===== src/rtl/ctrl_fsm.sv =====
// Multi-cycle instruction control FSM: fetch, decode, execute, memory and
// write-back sequencing with a memory-wait timeout, halt state and retired-instruction counter.
module ctrl_fsm #(
    parameter int OP_W    = 3,
    parameter int ULAOP_W = 2,
    parameter int TIMEOUT = 15,
    parameter int CNT_W   = 16
) (
    input  logic               Clock,
    input  logic               Reset,
    input  logic [OP_W-1:0]    OPcode,
    input  logic               Zero,
    input  logic               MemPronta,
    input  logic               Continua,
    output logic               MemToReg,
    output logic               EscMem,
    output logic               LerMem,
    output logic               Branch,
    output logic               ULAFonte,
    output logic               EscReg,
    output logic               Jump,
    output logic               EscPc,
    output logic               MoveReg,
    output logic               RegDest,
    output logic               EscIR,
    output logic [ULAOP_W-1:0] ULAOp,
    output logic [2:0]         Estado,
    output logic               Halted,
    output logic               Erro,
    output logic [CNT_W-1:0]   InstrCount
);

    typedef enum logic [2:0] {
        BUSCA  = 3'd0,
        DECOD  = 3'd1,
        EXEC   = 3'd2,
        MEM    = 3'd3,
        ESCR   = 3'd4,
        PARADO = 3'd5,
        ERRO   = 3'd6
    } state_t;

    localparam logic [2:0] OP_ADD  = 3'b000;
    localparam logic [2:0] OP_MOVE = 3'b001;
    localparam logic [2:0] OP_SLT  = 3'b010;
    localparam logic [2:0] OP_BEQ  = 3'b011;
    localparam logic [2:0] OP_JUMP = 3'b100;
    localparam logic [2:0] OP_SW   = 3'b101;
    localparam logic [2:0] OP_LW   = 3'b110;
    localparam logic [2:0] OP_HALT = 3'b111;

    state_t           r_state;
    state_t           w_next;
    logic [2:0]       r_op;
    logic [7:0]       r_wait;
    logic [CNT_W-1:0] r_cnt;
    logic [1:0]       w_ula;
    logic             w_upper_bad;
    logic             w_wait_hit;
    logic             w_retire;

    assign w_upper_bad = |(OPcode >> 3);
    assign w_wait_hit  = (r_wait == 8'(TIMEOUT - 1));
    assign w_retire    = (w_next == BUSCA) &&
                         (r_state == EXEC || r_state == MEM || r_state == ESCR);

    // NOTE: every output gets a default before the case so no path infers a latch.
    always_comb begin
        w_next   = r_state;
        w_ula    = 2'b00;
        MemToReg = 1'b0;
        EscMem   = 1'b0;
        LerMem   = 1'b0;
        Branch   = 1'b0;
        ULAFonte = 1'b0;
        EscReg   = 1'b0;
        Jump     = 1'b0;
        EscPc    = 1'b0;
        MoveReg  = 1'b0;
        RegDest  = 1'b0;
        EscIR    = 1'b0;
        Halted   = 1'b0;
        Erro     = 1'b0;
        case (r_state)
            BUSCA: begin
                LerMem = 1'b1;
                if (MemPronta) begin
                    EscIR  = 1'b1;
                    EscPc  = 1'b1;
                    w_next = DECOD;
                end else if (w_wait_hit) begin
                    w_next = ERRO;
                end
            end
            DECOD: begin
                if (w_upper_bad)                  w_next = ERRO;
                else if (OPcode[2:0] == OP_HALT)  w_next = PARADO;
                else if (OPcode[2:0] == OP_MOVE)  w_next = ESCR;
                else                              w_next = EXEC;
            end
            EXEC: begin
                case (r_op)
                    OP_ADD:  begin ULAFonte = 1'b1; w_next = ESCR; end
                    OP_SLT:  begin w_ula = 2'b10; w_next = ESCR; end
                    OP_BEQ:  begin
                        w_ula  = 2'b01;
                        Branch = 1'b1;
                        EscPc  = Zero;
                        w_next = BUSCA;
                    end
                    OP_JUMP: begin Jump = 1'b1; EscPc = 1'b1; w_next = BUSCA; end
                    OP_SW, OP_LW: begin ULAFonte = 1'b1; w_next = MEM; end
                    default: w_next = ERRO;
                endcase
            end
            MEM: begin
                if (r_op == OP_LW || r_op == OP_SW) begin
                    LerMem = (r_op == OP_LW);
                    EscMem = (r_op == OP_SW);
                    if (MemPronta)       w_next = (r_op == OP_LW) ? ESCR : BUSCA;
                    else if (w_wait_hit) w_next = ERRO;
                end else begin
                    w_next = ERRO;
                end
            end
            ESCR: begin
                EscReg   = 1'b1;
                RegDest  = (r_op == OP_ADD) || (r_op == OP_SLT);
                MemToReg = (r_op == OP_LW);
                MoveReg  = (r_op == OP_MOVE);
                w_next   = BUSCA;
            end
            PARADO: begin
                Halted = 1'b1;
                if (Continua) w_next = BUSCA;
            end
            ERRO:    Erro   = 1'b1;
            default: w_next = ERRO;
        endcase
    end

    assign ULAOp      = ULAOP_W'(w_ula);
    assign Estado     = r_state;
    assign InstrCount = r_cnt;

    // NOTE: sequential state uses non-blocking assignments so every register samples pre-edge values.
    always_ff @(posedge Clock) begin
        if (Reset) begin
            r_state <= BUSCA;
            r_op    <= 3'b000;
            r_wait  <= 8'd0;
            r_cnt   <= '0;
        end else begin
            r_state <= w_next;
            if (r_state == DECOD) r_op <= OPcode[2:0];
            // The wait counter restarts on any state change so each wait is timed independently.
            if (w_next != r_state)
                r_wait <= 8'd0;
            else if ((r_state == BUSCA || r_state == MEM) && !MemPronta)
                r_wait <= r_wait + 8'd1;
            if (w_retire && r_cnt != '1) r_cnt <= r_cnt + CNT_W'(1);
        end
    end

endmodule


===== config.mk =====
export PLATFORM = sky130hd
export DESIGN_NAME = ctrl_fsm
export DESIGN_NICKNAME = d
export VERILOG_FILES = /design/src/rtl/ctrl_fsm.sv
export SDC_FILE = /design/constraint.sdc
export NUM_CORES = 1
export LEC_CHECK = 0
export ABC_CLOCK_PERIOD_IN_PS = 3410
export BUFFER_PORTS_ARGS = -buffer_cell sky130_fd_sc_hd__buf_2
export CORE_ASPECT_RATIO = 0.7
export CORE_UTILIZATION = 30
export CTS_CLUSTER_SIZE = 24
export DETAILED_ROUTE_END_ITERATION = 10
export GPL_ROUTABILITY_DRIVEN = 0
export PLACE_DENSITY = 0.57
export REMOVE_ABC_BUFFERS = 1
export SLEW_MARGIN = 20
export SYNTH_ARGS = -nofsm -noshare
export SYNTH_HDL_FRONTEND = slang
export SYNTH_SLANG_ARGS = --single-unit

===== constraint.sdc =====
create_clock -name Clock -period 3.41 [get_ports Clock]
set_clock_uncertainty 0.2 [all_clocks]
set_input_delay 0.682 -clock Clock [delete_from_list [all_inputs] [get_ports Clock]]
set_output_delay 0.682 -clock Clock [all_outputs]
set_load 0.005 [all_outputs]

Word-level counts from Yosys, hierarchy flattened
Cells that the tools add are included.
Widths: inputs -> output; s select.

storage, ports and cells
  register bits = 30
  input port bits = 8
  output and inout port bits = 34
  logic and storage cells = 72

operators by class
  add/subtract/negate cells = 2
  eq/ne operators = 17
  multiplexer cells = 32
  reduce and logical (&&, ||, !) cells = 17

operators by type and width
  cell                   count
  $mux 3                 8
  $eq 3x3->1 const B     7
  $pmux 3 s7             1
  $mux 1                 17
  $add 16x1->16 const B  1
  $ne 16x16->1 const B   1
  $eq 3x2->1 const B     4
  $eq 3x1->1 const B     3
  $logic_not 3->1        3
  $pmux 3 s3             1
  $add 8x1->8 const B    1
  $eq 8x4->1 const B     1
  $reduce_or 2->1        4
  $pmux 1 s2             3
  $logic_or 1x1->1       5
  $pmux 2 s2             1
  $logic_and 1x1->1      3
  $ne 3x3->1             1
  $reduce_or 3->1        1
  $mux 2                 1
  $logic_not 1->1        1

Logic depth before layout (Yosys ltp)
Gate-level depths: netlist of run 1.

  depth in word-level cells = 8
  depth in mapped cells = 9
  mapped depth without buffers = 8

Worst setup path after synthesis of run 1
Ideal clock, no wire load.

  kind = in2reg
  from = input OPcode[1]
  to = register r_cnt[12], in the netlist InstrCount[12]
  setup time = 0.086 ns
  data arrival time = 1.946 ns
  required time = 3.124 ns
  path slack = 1.178 ns
  stages on the path = 6
  cell sequence = xnor2_1 > a21boi_2 > nor4_4 > nand4_1 > nor2b_1 > a211oi_1

between the ends
  cells in the longest elaborated chain, start to end = 7
  elaborated cells on any way between the ends = 8
  classes of those cells = 2 x eq/ne; 3 x mux; 3 x reduce/logical

RTL lines
  element                 RTL line  RTL
  start: declaration      11        input logic [OP_W-1:0] OPcode,
  $eq 3x1->1              98        else if (OPcode[2:0] == OP_MOVE) w_next = ESCR;
  $mux 3                  98
  $mux 3 (*)              97        else if (OPcode[2:0] == OP_HALT) w_next = PARADO;
  $pmux 3 s7 (*)          84        case (r_state)
  $logic_not 3->1 (*)     64        assign w_retire = (w_next == BUSCA) &&
  $logic_and 1x1->1 (*)   64
  $logic_and 1x1->1 (*)   161       if (w_retire && r_cnt != '1) r_cnt <= r_cnt + CNT_W'(1);
  end signal: assignment  161
  end: declaration        56        logic [CNT_W-1:0] r_cnt;

Every way passes the cells marked *; elsewhere a longest branch is shown, timed or not.
A chain may end at the register's enable or synchronous reset.

Final worst setup path of run 1
  from = register r_state[2], in the netlist Estado[2]
  to = output EscPc

between the ends
  cells in the longest elaborated chain, start to end = 2
  elaborated cells on any way between the ends = 3
  classes of those cells = 1 x eq/ne; 1 x mux; 1 x reduce/logical

RTL lines
  element                                               RTL line  RTL
  start: declaration                                    52        state_t r_state;
  start signal: assignment                              154       r_state <= w_next;
  $eq 3x2->1 / $logic_not 3->1 (equally long branches)  84
  $pmux 1 s2 (*)                                        84
  end: declaration                                      22        output logic EscPc,

Marked as above.

==> out/summary.txt, run 1 <==
Status - finished, violations left
Failing checks - DRC
Clock buffer depth - 2
EDFF count, synth - 0
Yosys reg bits - 30
Antenna viol nets, final - 0
M1 GR Usage - 22.3%
Antenna cells - 0
Slowest cell on the critical path - dfxtp_1
Cts repair resizes - 0
Setup TNS - 0 ns
CP endpoint - EscPc
Initial DRC count - 102
Slew @ Worst Pin - 0.737 ns
Largest net degree at the start of global routing - 24
Core area - 6250 um2
Overall Global Routing Usage - 14.5%
DRC Markers - 1
Warnings, synthesis - 0
Cell Chain, Critical Path - nor2_1 -> nand2_1 -> nor3_1 -> a211o_1 -> buf_2
Global routing's busiest layer - met1
Vias per inst - 4.97
Final Critical Period - 2.82 ns
Type of the worst setup path - register to output port
Post-Syn Area - 1940 um2
Final hold violation count - 0
Die Y - 69.3 um
DR vias - 1694
Comb pwr share - 22.3%
Initial Util - 31.1%
Synth cell types - 49
Final net count - 273
Routed wire per std cell - 13.8 um
Full die area - 6800 um2
Switching Share - 30.0%
Floorplan die width - 98.2 um
Setup violators final - 0
Worst slew margin - 50.5%
Max FO, Critical Path - 18
Met3 Use GR - 4.03%
CTS root buffer - clkbuf_8
I/O Buffers - 41
Ys flop type - dfxtp_1
Reg2Reg Launch Point - r_op[2]
Critical R2R Capture - r_wait[1]
RSZ-0062 raised after global routing - no
Hold Path Class - register to register
Pwr Total - 0.957 mW
Average cell area after synthesis - 8.63 um2
Switching power - 0.287 mW
P&R area growth vs syn - 17.6%
Int Pwr - 0.670 mW
Part of the Yosys area used for sequential elements - 30.9%
Ranking of synthesized cells by area - dfxtp_1 31%, xor2_1 9.5%, nor2_1 7.9%
Fmax - 355 MHz
Worst path max stage delay - 0.76 ns
Drt first pass iters - 9
Maximum VDD drop - 0.176 mV
Postcts setup bufs - 0
Routed WL - 4.71 mm
TritonCTS clock tree - done
Reg2reg path depth - 6
CP endpoint kind - output port
Post-synth top area cell - dfxtp_1
Io pins - 42
CTS Buf Count - 5
Site Rows - 24
# hold bufs at CTS - 0
Worst-skew pair later-pin latency - 0.28 ns
Antenna violations before repair - 0
Max cap viols - 0
Clock transition at the registers of the reported paths - 0.07 ns
Grt total ovfl - 0
Clock sinks - 30
Clock network power share - 36.9%
Leak - 0.986 nW
Pwr Density - 419 nW/um2
Fin crit share - 82.6%
Layout cell share with drive strength beyond 1 - 24.7%
CP Launch Point - Estado[2]
H-tree Lvls - 2
CP required - 2.53 ns
Met2 global-route usage - 19.3%
Fraction of registers with async set/reset - 0%
Crit start category - register
Crit path DAT - 1.93 ns
Cells after Synth - 225
Post-DP HPWL - 3.47 mm
First-pass GRT wire length - 7.93 mm
Fin. max-slew vios - 0
Number of global-route vias before repair - 1551
# fillers - 661
Flop pwr share - 40.8%
Post-synth top area share - 30.9%
Reg2Reg Setup Slack - 0.78 ns
-- cell families (layout without fill, tap and decap cells) --
| logic type | after synthesis | after routing | synth area share (%) |
|---|---|---|---|
| simple gates | 119 | 119 | 35.1 |
| flops | 30 | 30 | 30.9 |
| compound gates | 27 | 27 | 13.2 |
| xor+xnor | 24 | 24 | 11.2 |
| buf+inv | 17 | 55 | 5.03 |
| mux | 5 | 5 | 2.58 |
| fa+ha+maj | 3 | 3 | 1.93 |
-- cell usage after synthesis, drive strengths merged (2+ instances only) --
master / n
and3: 12
a21oi: 7
nor4: 3
dfxtp: 30
nand3b: 3
nor2: 41
a31oi: 2
mux2i: 5
o21ai: 2
nand3: 10
clkbuf: 5
a211oi: 2
nand2: 8
and4: 2
nor2b: 7
a311oi: 2
and2: 6
ha: 3
o2111ai: 2
nand4: 15
inv: 4
xor2: 22
a221oi: 2
xnor2: 2
nor4b: 3
buf: 8
nor3: 7
-- metrics by stage --
stage          instances  cell area (um2)  utilization [%]  hold slack [ns]  worst slack [ns]
2_1_floorplan        212             1860                -            0.272             0.981
3_3_place_gp         333             2180             34.9            0.286             0.764
3_5_place_dp         333             2180             34.9            0.306             0.725
4_1_cts              341             2280             36.6            0.322             0.573
5_1_grt              341             2280             36.6            0.347             0.442
6_report             341             2280             36.6            0.310             0.593
-- state kept, by name, indices dropped and copies added (netlist names) --
name and cells:
r_wait 8, InstrCount 16, r_op 3, Estado 3
-- critical path, delay by kind of cell (launching register included) --
family	cells	cell delay, ns
AO/OA/AOI/OAI	1	0.31
AND/OR/NAND/NOR	3	0.46
buffers and inverters	1	0.12
flip-flops	1	0.76
-- cells in the final DEF, fill, tap and decap left out, types with 3 or more instances in the layout --
cell / Yosys / final
a21oi_1: 5 / 5
xor2_1: 21 / 21
ha_1: 3 / 3
nand4_1: 15 / 15
and2_1: 6 / 6
inv_1: 3 / 3
mux2i_1: 5 / 5
nand3_1: 10 / 10
buf_2: 3 / 41
nor2_1: 41 / 41
nor2b_1: 6 / 6
nor4b_1: 3 / 3
nor3_1: 6 / 6
and3_1: 12 / 12
dfxtp_1: 30 / 30
clkbuf_8: 0 / 5
nand2_1: 8 / 8
-- power by group through the flow --
stage	sequential (mW)	clock [mW]	combinational, mW
2_1_floorplan	0.400	0	0.143
3_3_place_gp	0.398	0	0.212
3_5_place_dp	0.398	0	0.213
4_1_cts	0.391	0.365	0.214
5_1_grt	0.395	0.382	0.235
6_report	0.391	0.353	0.213
-- final cells by class --
class / instances / area [um2] / share of cell area [%]
inverter: 4 / 15.0 / 0.658
sequential: 30 / 601 / 26.3
timing repair buffer: 43 / 220 / 9.64
multi-input combinational: 178 / 1240 / 54.5
clock inverter: 1 / 30.0 / 1.32
tap: 78 / 97.6 / 4.27
clock buffer: 7 / 76.3 / 3.34
-- worst min path at each step --
stage          cells past startpoint  startpoint   endpoint  slack, ns
3_3_place_gp                       2   r_wait[3]  r_wait[3]       0.29
4_1_cts                            2   r_wait[3]  r_wait[3]       0.32
5_1_grt                            2   r_wait[3]  r_wait[3]       0.35
6_report                           2   r_wait[3]  r_wait[3]       0.31
2_1_floorplan                      2   r_wait[3]  r_wait[3]       0.27
3_5_place_dp                       2   r_wait[3]  r_wait[3]       0.31
-- layer usage --
| metal | vias up | share of wire (%) |
|---|---|---|
| li1 | 878 | - |
| met1 | 777 | 55 |
| met2 | 35 | 40 |
| met3 | 4 | 4.4 |
| met4 | 0 | 0.66 |
| met5 | - | 0 |
Power figures use the tool's default switching activity.
==> run 2, diff against run 1 <==
Settings changed: ABC_AREA set to 1, ABC_CLOCK_PERIOD_IN_PS 3410 to 2750.
Clock period 3.41 ns to 2.75 ns, I/O delays scaled along.
==> run 2 against run 1 <==
Against the previous run:
- the run now ends clean
- worst hold slack worse by 0.035 ns
- clock power up 18%
- combinational power up 36%
- largest power group unchanged
- flip-flop and latch count unchanged
- clock-buffer cell count up 1
- final cell count up 23%
- global-route usage down 0.34 points
==> out/summary.txt, run 2 <==
Status - completed
Most common cell after layout, fill and taps aside - nor2_1
Crit path DAT - 1.74 ns (-0.19 ns)
Clock buffer depth - 2 (unchanged)
Io pins - 42 (unchanged)
Reg2Reg Setup Slack - 0.43 ns (-0.35 ns)
H-tree Lvls - 2 (unchanged)
Max FO, Critical Path - 13 (-5)
Min setup slack post-route - 0.256 ns (-0.337 ns)
RSZ-0062 raised after global routing - no
Antenna violations before repair - 0 (unchanged)
Max cap viols - 0 (unchanged)
Hold_sp - Reset
Antenna viol nets, final - 0 (unchanged)
DR vias - 1942 (+15%)
Post-synth top area cell - dfxtp_1
DRC Markers - 0 (-1)
Critical R2R Capture - InstrCount[9]
First-pass GRT wire length - 7.59 mm (-4.3%)
Cell Chain, Critical Path - nand3_1 -> nor2_1 -> a211o_1 -> buf_2
Pwr Density - 533 nW/um2 (+27%)
Reg2reg path depth - 12 (+6)
Max reg flops - 16 (unchanged)
I/O Buffers - 41 (unchanged)
Commonest non-fill, non-tap cells in the layout - 68 x nor2_1, 59 x nand2_1, 41 x buf_2, 37 x nand3_1, 33 x inv_1
Final Critical Period - 2.49 ns
Routed wire per std cell - 10.5 um (-24%)
Maximum VDD drop - 0.181 mV (+2.7%)
Post-synth top area share - 31.6% (+0.69 points)
Cells after Synth - 304 (+35%)
Die Y - 68.6 um (-1.1%)
Clock transition at the registers of the reported paths - 0.06 ns (about the same)
Fmax - 401 MHz
Leak - 1.13 nW (+15%)
Grt total ovfl - 0 (unchanged)
Hold Path Sink - Estado[0]
Site Rows - 23 (-4.2%)
Hold Path Class - primary input to register
Setup violators final - 0 (unchanged)
Type of the worst setup path - register to output port
Slowest cell on the critical path - dfxtp_1
Worst path bufs/invs - 1 (unchanged)
CTS Buf Count - 5 (unchanged)
Ys flop type - dfxtp_1
Overall Global Routing Usage - 14.1% (-0.34 points)
Initial DRC count - 136 (+33%)
Reg2Reg Launch Point - Estado[1]
Part of the Yosys area used for sequential elements - 31.6% (+0.69 points)
Number of global-route vias before repair - 1642 (+5.9%)
Worst-skew pair later-pin latency - 0.28 ns (about the same)
Post-Syn Area - 1900 um2 (-2.2%)
Setup TNS - 0 ns (unchanged)
Antenna cells - 0 (unchanged)
Core area - 5900 um2 (-5.5%)
CP top delay family - flip-flops
Fin crit share - 90.7%
TritonCTS clock tree - done
Yosys reg bits - 30 (unchanged)
Vias per inst - 4.61 (-7.1%)
Cts repair resizes - 0 (unchanged)
Min-Delay Path Depth - 2 (unchanged)
Largest net degree at the start of global routing - 30 (+25%)
Slew @ Worst Pin - 0.514 ns (-0.224 ns)
Worst slew margin - 65.7% (+15 points)
Worst path max stage delay - 0.64 ns (-0.12 ns)
Final net count - 356 (+30%)
Post-route cell area - 2260 um2 (-0.82%)
Layout cell share with drive strength beyond 1 - 18.5% (-6.2 points)
EDFF count, synth - 0 (unchanged)
Post-DP HPWL - 3.39 mm (-2.6%)
Drt first pass iters - 4 (-5)
Average cell area after synthesis - 6.25 um2 (-28%)
Top cells by count, synth - 68 x nor2_1, 59 x nand2_1, 37 x nand3_1
Most numerous cell in the Yosys netlist - nor2_1
DP Area - 2150 um2 (-1.0%)
Synth cell types - 27 (-45%)
CP endpoint kind - output port
Warnings, synthesis - 0 (unchanged)
Final hold violation count - 0 (unchanged)
Fraction of registers with async set/reset - 0% (unchanged)
CTS root buffer - clkbuf_8
Floorplan die width - 97.1 um (-1.1%)
# hold bufs at CTS - 0 (unchanged)
Initial Util - 32.2% (+1.1 points)
CP required - 2.00 ns (-0.53 ns)
Routed WL - 4.41 mm (-6.3%)
Ranking of synthesized cells by area - dfxtp_1 32%, nor2_1 13%, nand2_1 12%
Clock sinks - 30 (unchanged)
P&R area growth vs syn - 19.2%
Postcts setup bufs - 0 (unchanged)
Pre-CTS setup slack - 0.451 ns (-0.274 ns)
Fin. max-slew vios - 0 (unchanged)
Crit start category - register
Full die area - 6660 um2 (-2.1%)
## run 2: per-stage QoR
stage	hold WS (ns)	instances	total power, mW	util (%)
4_1_cts	0.268	421	1.22	38.4
2_1_floorplan	0.301	295	0.708	-
6_report	0.275	421	1.21	38.4
5_1_grt	0.278	421	1.29	38.4
3_3_place_gp	0.312	413	0.802	36.5
3_5_place_dp	0.325	413	0.803	36.5
## run 2: worst max-delay path by stage
stage	end	cells after the start	start
2_1_floorplan	InstrCount[6]	11	Estado[1]
6_report	EscPc	4	Estado[1]
5_1_grt	EscPc	4	Estado[1]
4_1_cts	EscPc	4	Estado[1]
3_3_place_gp	InstrCount[2]	12	Estado[1]
3_5_place_dp	InstrCount[9]	12	Estado[1]
## run 2: power by group
group | switching, mW | internal [mW] | total (mW)
Sequential | 0.0420 | 0.459 | 0.501
Combinational | 0.186 | 0.104 | 0.290
Clock | 0.164 | 0.253 | 0.416
## run 2: logic make-up after synthesis
kind of cell	Yosys count	synth area share, %
compound gates	32	9.16
buf+inv	45	10.2
fa+ha+maj	3	1.98
flops	30	31.6
simple gates	186	43.3
xor+xnor	8	3.69
## run 2: layout make-up
class,instances,area [um2]
timing repair buffer,43,220
sequential,30,601
clock buffer,8,110
multi-input combinational,229,1100
tap,75,93.8
fill,627,3630
inverter,36,135
## run 2: per-layer routing
metal | vias up | global-route usage (%) | routed length, um
met4 | 0 | 3.36 | 31
met5 | - | 0 | 0
li1 | 1049 | - | -
met2 | 37 | 20.4 | 1680
met1 | 851 | 20.6 | 2500
met3 | 5 | 3.83 | 206
==> run 3, diff against run 2 <==
Settings changed: ABC_CLOCK_PERIOD_IN_PS 2750 to 2900.
Clock period 2.75 ns to 2.9 ns, I/O delays scaled along.
==> run 3 against run 2 <==
Against the previous run:
- critical path depth unchanged
- clock-buffer cell count down 2
- global-route usage up 0.052 points
- critical path type unchanged
==> out/summary.txt, run 3 (same netlist as run 2, synthesis figures left out) <==
I/O Buffers - 41 (unchanged)
Worst-skew pair later-pin latency - 0.28 ns (about the same)
TritonCTS clock tree - done
Final Critical Period - 2.54 ns
Setup violators final - 0 (unchanged)
Cts repair resizes - 0 (unchanged)
Post-route cell area - 2230 um2 (-1.5%)
Pwr Density - 482 nW/um2 (-9.6%)
Post-route insts no fill - 418 (-0.71%)
Crit start category - register
Final net count - 355 (-0.28%)
Floorplan die width - 97.1 um (unchanged)
H-tree Lvls - 2 (unchanged)
Post-DP HPWL - 3.41 mm (+0.77%)
Layout cell share with drive strength beyond 1 - 17.8% (-0.71 points)
Leak - 1.11 nW (-1.7%)
Initial DRC count - 130 (-4.4%)
P&R area growth vs syn - 17.4%
Clock transition at the registers of the reported paths - 0.06 ns (about the same)
Largest net degree at the start of global routing - 30 (unchanged)
Number of global-route vias before repair - 1624 (-1.1%)
Hold Path Class - primary input to register
DRC Markers - 0 (unchanged)
Overall Global Routing Usage - 14.2% (+0.052 points)
Drt first pass iters - 4 (unchanged)
Full die area - 6660 um2 (unchanged)
Status - completed
Most common cell after layout, fill and taps aside - nor2_1
Vias per inst - 4.70 (+2.0%)
Pre-CTS setup slack - 0.440 ns (-0.0108 ns)
Max reg flops - 16 (unchanged)
Max cap viols - 0 (unchanged)
Clock sinks - 30 (unchanged)
DR vias - 1966 (+1.2%)
First-pass GRT wire length - 7.52 mm (-0.91%)
# hold bufs at CTS - 0 (unchanged)
Final Core Density - 37.8% (-0.59 points)
Maximum VDD drop - 0.138 mV (-24%)
Fin crit share - 87.5%
Min setup slack post-route - 0.363 ns (+0.107 ns)
Io pins - 42 (unchanged)
Antenna viol nets, final - 0 (unchanged)
Routed WL - 4.49 mm (+1.9%)
Post-Place Cells - 412 (-0.24%)
Routed wire per std cell - 10.7 um (+2.6%)
CTS root buffer - clkbuf_8
Type of the worst setup path - register to output port
Slew @ Worst Pin - 0.579 ns (+0.0652 ns)
Die Y - 68.6 um (unchanged)
Setup TNS - 0 ns (unchanged)
Fin. max-slew vios - 0 (unchanged)
Worst slew margin - 61.3% (-4.4 points)
RSZ-0062 raised after global routing - no
CP endpoint kind - output port
Grt total ovfl - 0 (unchanged)
Initial Util - 32.2% (unchanged)
CTS Buf Count - 5 (unchanged)
Postcts setup bufs - 0 (unchanged)
Final hold violation count - 0 (unchanged)
Antenna cells - 0 (unchanged)
Fmax - 394 MHz
CP required - 2.12 ns (+0.12 ns)
DP Area - 2150 um2 (-0.35%)
Antenna violations before repair - 0 (unchanged)
Clock buffer depth - 2 (unchanged)
Crit path DAT - 1.76 ns (+0.02 ns)
Site Rows - 23 (unchanged)
Max FO, Critical Path - 13 (unchanged)
Commonest non-fill, non-tap cells in the layout - 68 x nor2_1, 59 x nand2_1, 41 x buf_2, 37 x nand3_1, 33 x inv_1
Core area - 5900 um2 (unchanged)
-- run 3: changes by cell type in the layout (fill, tap and decap cells not counted) --
cell / change
buf_4: -1
clkbuf_8: -2
-- run 3: per-stage QoR --
step / total power, mW / hold slack, ns
after floorplan: 0.671 / 0.301
after global placement: 0.754 / 0.318
after detailed placement: 0.759 / 0.321
after CTS: 1.09 / 0.316
after global routing: 1.15 / 0.326
final: 1.08 / 0.324
-- run 3: report_power, final --
group | total [mW] | switching [mW] | internal (mW)
registers | 0.477 | 0.0414 | 0.436
clock network | 0.327 | 0.145 | 0.183
logic | 0.271 | 0.175 | 0.0957
-- run 3: worst max-delay path, cell delays in order, from the launching register on --
cell and delay, ns:
dfxtp_1 0.64, nand3_1 0.34, nor3_1 0.27, a211o_1 0.12
buf_2 0.10
-- run 3: path summary, 6_finish.rpt --
| check | start | endpoint | slack [ns] | cells past startpoint |
|---|---|---|---|---|
| max | Estado[1] | EscPc | 0.36 | 4 |
| min | Reset | Estado[1] | 0.32 | 2 |
| max reg2reg | Estado[1] | InstrCount[15] | 0.44 | 11 |
| min reg2reg | InstrCount[11] | InstrCount[11] | 0.33 | 2 |
-- run 3: per-layer routing --
layer  vias up  part of all wire [%]  GRT usage, %
met4         0                   1.1          5.04
met2        34                    40          20.0
met3         5                   5.1          3.73
li1       1050                     -             -
met5         -                     0             0
met1       877                    54          20.6
-- run 3: layout make-up --
type / count / area, um2
Fill cell: 651 / 3670
Multi-Input combinational cell: 229 / 1100
Sequential cell: 30 / 601
Timing Repair Buffer: 42 / 213
Inverter: 36 / 135
Tap cell: 75 / 93.8
Clock buffer: 6 / 82.6
